### src/rtl/float_addsub_arb.sv
// Round-robin front end sharing one fixed-latency float add/sub pipeline among NREQ requesters.
// Results go back through per-requester FIFOs; credits admit an op only if its result has a slot.
module float_addsub_arb #(
  parameter int NREQ  = 4,
  parameter int LAT   = 7,
  parameter int DEPTH = 8
) (
  input  logic                 clk,
  input  logic                 rst,
  input  logic [NREQ-1:0]      req_valid,
  output logic [NREQ-1:0]      req_ready,
  input  logic [NREQ*32-1:0]   req_a,
  input  logic [NREQ*32-1:0]   req_b,
  input  logic [NREQ-1:0]      req_op,
  output logic [NREQ-1:0]      rsp_valid,
  input  logic [NREQ-1:0]      rsp_ready,
  output logic [NREQ*32-1:0]   rsp_data,
  output logic [31:0]          fa_v1,
  output logic [31:0]          fa_v2,
  output logic                 fa_op,
  input  logic [31:0]          fa_vres,
  output logic                 busy
);

  localparam int IW = $clog2(NREQ);
  localparam int CW = $clog2(DEPTH + 1);
  localparam int PW = (DEPTH > 1) ? $clog2(DEPTH) : 1;

  logic [IW-1:0] rr_ptr_q, rr_ptr_d;
  logic [CW-1:0] credit_q [NREQ];
  logic [CW-1:0] credit_d [NREQ];
  logic [CW-1:0] cnt_q    [NREQ];
  logic [CW-1:0] cnt_d    [NREQ];
  logic [PW-1:0] wptr_q   [NREQ];
  logic [PW-1:0] wptr_d   [NREQ];
  logic [PW-1:0] rptr_q   [NREQ];
  logic [PW-1:0] rptr_d   [NREQ];
  logic [31:0]   mem_q    [NREQ][DEPTH];

  // LAT stages so the id at the last stage lines up with fa_vres for the op issued LAT cycles earlier
  logic [LAT-1:0] tag_vld_q, tag_vld_d;
  logic [IW-1:0]  tag_id_q [LAT];
  logic [IW-1:0]  tag_id_d [LAT];

  logic          gnt_vld;
  logic [IW-1:0] gnt_id;
  logic [IW-1:0] idx;
  logic [NREQ-1:0] push, pop;

  function automatic logic [PW-1:0] ptr_inc(input logic [PW-1:0] p);
    return (p == PW'(DEPTH - 1)) ? '0 : p + 1'b1;
  endfunction

  always_comb begin
    gnt_vld = 1'b0;
    gnt_id  = '0;
    idx     = '0;
    for (int k = 1; k <= NREQ; k++) begin
      idx = IW'((int'(rr_ptr_q) + k) % NREQ);
      if (!gnt_vld && !rst && req_valid[idx] && credit_q[idx] != '0) begin
        gnt_vld = 1'b1;
        gnt_id  = idx;
      end
    end
  end

  always_comb begin
    req_ready = '0;
    fa_v1     = '0;
    fa_v2     = '0;
    fa_op     = 1'b0;
    if (gnt_vld) begin
      req_ready[gnt_id] = 1'b1;
      fa_v1 = req_a[32*gnt_id +: 32];
      fa_v2 = req_b[32*gnt_id +: 32];
      fa_op = req_op[gnt_id];
    end
    rr_ptr_d = gnt_vld ? gnt_id : rr_ptr_q;
  end

  always_comb begin
    tag_vld_d    = '0;
    tag_vld_d[0] = gnt_vld;
    tag_id_d[0]  = gnt_id;
    for (int k = 1; k < LAT; k++) begin
      tag_vld_d[k] = tag_vld_q[k-1];
      tag_id_d[k]  = tag_id_q[k-1];
    end
  end

  always_comb begin
    rsp_data = '0;
    for (int i = 0; i < NREQ; i++) begin
      rsp_valid[i] = (cnt_q[i] != '0);
      push[i]      = tag_vld_q[LAT-1] && (tag_id_q[LAT-1] == IW'(i));
      pop[i]       = rsp_valid[i] && rsp_ready[i];
      cnt_d[i]     = cnt_q[i] + CW'(push[i]) - CW'(pop[i]);
      credit_d[i]  = credit_q[i] - CW'(req_ready[i]) + CW'(pop[i]);
      wptr_d[i]    = push[i] ? ptr_inc(wptr_q[i]) : wptr_q[i];
      rptr_d[i]    = pop[i]  ? ptr_inc(rptr_q[i]) : rptr_q[i];
      if (rsp_valid[i])
        rsp_data[32*i +: 32] = mem_q[i][rptr_q[i]];
    end
  end

  assign busy = (|tag_vld_q) | (|rsp_valid);

  always_ff @(posedge clk or posedge rst) begin
    if (rst) begin
      rr_ptr_q  <= IW'(NREQ - 1);
      tag_vld_q <= '0;
      for (int k = 0; k < LAT; k++) tag_id_q[k] <= '0;
      for (int i = 0; i < NREQ; i++) begin
        credit_q[i] <= CW'(DEPTH);
        cnt_q[i]    <= '0;
        wptr_q[i]   <= '0;
        rptr_q[i]   <= '0;
      end
    end else begin
      rr_ptr_q  <= rr_ptr_d;
      tag_vld_q <= tag_vld_d;
      for (int k = 0; k < LAT; k++) tag_id_q[k] <= tag_id_d[k];
      for (int i = 0; i < NREQ; i++) begin
        credit_q[i] <= credit_d[i];
        cnt_q[i]    <= cnt_d[i];
        wptr_q[i]   <= wptr_d[i];
        rptr_q[i]   <= rptr_d[i];
      end
    end
  end

  // Storage only; emptiness is tracked by cnt_q so the array needs no reset
  always_ff @(posedge clk) begin
    for (int i = 0; i < NREQ; i++)
      if (push[i]) mem_q[i][wptr_q[i]] <= fa_vres;
  end

endmodule

### config.mk
export PLATFORM = sky130hd
export DESIGN_NAME = float_addsub_arb
export DESIGN_NICKNAME = d
export VERILOG_FILES = /design/src/rtl/float_addsub_arb.sv
export SDC_FILE = /design/constraint.sdc
export NUM_CORES = 1
export LEC_CHECK = 0
export BUFFER_PORTS_ARGS = -buffer_cell sky130_fd_sc_hd__buf_2
export CAP_MARGIN = 25
export CORE_MARGIN = 8
export CORE_UTILIZATION = 25
export CTS_CLUSTER_DIAMETER = 30
export CTS_CLUSTER_SIZE = 30
export DETAILED_ROUTE_END_ITERATION = 6
export PLACE_DENSITY = 0.52
export SLEW_MARGIN = 20
export SYNTH_ARGS = -nofsm -noshare
export SYNTH_HDL_FRONTEND = slang
export SYNTH_SLANG_ARGS = --single-unit
### constraint.sdc
create_clock -name clk -period 8.3 [get_ports clk]
set_clock_uncertainty 0.15 [all_clocks]
set_input_delay 2.075 -clock clk [delete_from_list [all_inputs] [get_ports clk]]
set_output_delay 2.075 -clock clk [all_outputs]
set_load 0.01 [all_outputs]
==> metrics <==
reg2reg start credit_q[13]; status completed; synth top area cells edfxtp_1 68%, mux4_2 13%, mux2i_1 6.6%; # Post-CTS Setup Buffers 0; vias 24700; maximum vdd drop 193 uV; share of synthesized registers carrying an async set or reset slightly above 7%; Yosys reg bits roughly 1100; input/output buffers 503; Routed Antenna Nets 0; commonest cells after routing, fill and taps aside 1024 x edfxtp_1, 503 x buf_2, 297 x mux2i_1; critical path arrival between 4 and 5 ns; antenna violations before repair 30; worst slew pin tran just over 1 ns; number of synthesized flops with an enable pin between 1000 and 1500; Synth top area share about 68%; Max FO, Critical Path around 60; Gate Count Post-Synth between 2000 and 2500; GP Congestion between 0.8 and 0.9; clk sink count between 1000 and 1500; Worst setup EP type output pin; die area ~0.20 mm2; FILL cells approximately 17000; Worst setup endpoint fa_v1[1]; Largest stage delay, worst path ~0.62 ns; fin. max-slew vios 0; vias in the first global route 27200; Crit Path Class primary input to output pin; combinational share of power between 20% and 30%; startpoint types primary input; WP buf/inv 3; Synth Area per Inst about 20 um2; sequential fraction of the synthesis area around 72%; height of the chip ~440 um; Root Driver clkbuf_16; drt via density 4.39; Slowest-stage cell, CP mux2i_1; Post-CTS Resized 0; CTS Hold Bufs 0; synthesized cell area about 0.045 mm2; CTS tree yes; warnings from Yosys 0; GRT overflow 0; per-cell routed wire length 23.7 um; DRT Pass-1 Iters 4; worst hold start tag_id_d[2]; fin area about 0.06 mm2; area of placed instances between 0.05 and 0.06 mm2; DP HPWL 81800 um; slew margin rel. a little under a third; Psw 6.65 mW; R2R setup slack about 4.2 ns; Levels on crit path 9; IO Pins between 500 and 600; Layout area overhead 32.5%; Reg2Reg Depth 13; Die W about 440 um; pwr dens 381 mW/mm2; CTS buffer count between 200 and 300; core area ~0.18 mm2; CP Data Required Time ~6 ns; Synth cell types 43; Hold Vio Cnt, Final 0; Initial Util about a quarter; first-pass GRT wire length between 150000 and 200000 um; H-tree level count 5; Leakage approximately 22 nW; setup total negative slack 0 ns; part of the cycle the worst path needs 83.3%; Internal around 16 mW; share of cells above drive strength 1 40.5%; commonest non-fill, non-tap cell in the layout edfxtp_1; Critical path origin rst; FMAX between 100 and 150 MHz; nets 3400; ys flop type edfxtp_1; crit-path leading delay family multiplexers; initial drt markers ~1600; Clk Latency, worst-skew pair roughly 0.88 ns; FP Rows 156; DRC Markers 0; R2R Path End credit_q[14]; clock share of power 45.2%; Hold Path Class flop to flop; clock tree buffer depth 4; CTS clk-pin slew, worst paths approximately 0.04 ns; Flop pwr share 30.4%; critical path cell sequence buf_2, nor2b_1, o21ai_0, a21oi_1, nor4b_4, buf_12, mux2i_1, mux2i_1, buf_2; Period minus WS final just under 7 ns; RSZ-0062 raised after global routing false; final wirelength 133000 um; # Max-Cap Violations 0; final count of negative-setup-slack endpoints 0; switch share approximately 29%; syn nets about 2700; largest net degree at the start of global routing 67; Total GRT Usage roughly an eighth; area leader, netlist edfxtp_1
-- worst min-delay path by stage --
stage,to,cells past startpoint
4_1_cts,tag_id_q[1],0
6_report,tag_id_d[0],0
2_1_floorplan,tag_id_d[0],0
3_5_place_dp,tag_id_d[0],0
5_1_grt,tag_id_q[1],0
3_3_place_gp,tag_id_d[7],0
-- state kept, by name (all words and copies together) (netlist names) --
| register | count |
|---|---|
| mem_q | 1024 |
| cnt_q | 16 |
| rptr_q | 12 |
| tag_id_q | 2 |
| wptr_q | 12 |
| tag_vld_q | 7 |
| tag_id_d | 12 |
| credit_q | 16 |
| rr_ptr_q | 2 |
-- cells in the mapped netlist, types with 4 or more instances --
cell type,number
dfrtp_1,73
buf_4,5
buf_1,25
xnor2_1,14
o22ai_1,26
nor3_1,25
clkbuf_1,57
dfstp_2,6
and2_1,80
o41a_1,4
mux2i_1,297
inv_1,62
and2_0,4
nand2b_1,11
edfxtp_1,1024
a21oi_1,10
fa_1,8
clkbuf_4,4
mux4_2,256
nor4_1,6
o21ai_0,4
xor2_1,6
nand2_1,29
ha_1,52
nor2_1,148
buf_8,4
nand3_1,4
a21o_1,17
buf_2,28
mux2_2,9
-- stage by stage --
step | utilization, % | cells | worst slack (ns) | hold slack, ns | power (mW)
floorplan | - | 2314 | 2.64 | 0.181 | 10.6
global placement | 28.2 | 5123 | 1.43 | 0.185 | 12.8
detailed placement | 28.2 | 5123 | 1.45 | 0.185 | 12.8
CTS | 33.2 | 5608 | 1.39 | 0.193 | 23.4
global route | 33.3 | 5617 | 1.35 | 0.201 | 24.0
finish | 33.3 | 5626 | 1.39 | 0.192 | 22.9
-- logic make-up after synthesis --
logic type	after synthesis	synth area share [%]
adders and majority gates	60	1.79
muxes	562	19.5
and+or+nand+nor	315	3.32
xor gates and xnor gates	20	0.386
buffers and inverters	187	1.83
AOI/OAI and AO/OA	67	0.988
DFF	1103	72.2
-- metal layers --
metal	global-route usage, %	up-vias	wire (um)
li1	-	10800	-
met1	15.1	12700	52200
met2	23.3	881	67900
met3	3.71	241	7790
met4	5.89	6	5380
met5	0	-	40
-- power by group through the flow --
stage | clock (mW) | combinational, mW | sequential [mW]
floorplan | 0 | 3.84 | 6.75
global placement | 0 | 5.70 | 7.12
detailed placement | 0 | 5.72 | 7.12
CTS | 10.6 | 5.74 | 7.03
global route | 10.9 | 6.11 | 7.03
finish | 10.4 | 5.59 | 6.96
-- cell type report --
cell class / count / area (um2) / share of cell area [%]
Clock inverter: 162 / 1770 / 2.94
Multi-Input combinational cell: 1024 / 12000 / 20.0
Sequential cell: 1103 / 32800 / 54.5
Antenna cell: 17 / 42.5 / 0.0708
Tap cell: 2370 / 2970 / 4.93
Inverter: 63 / 239 / 0.398
Clock buffer: 323 / 7290 / 12.1
Timing Repair Buffer: 564 / 3010 / 5.00
(Power assumes the default switching activity.)
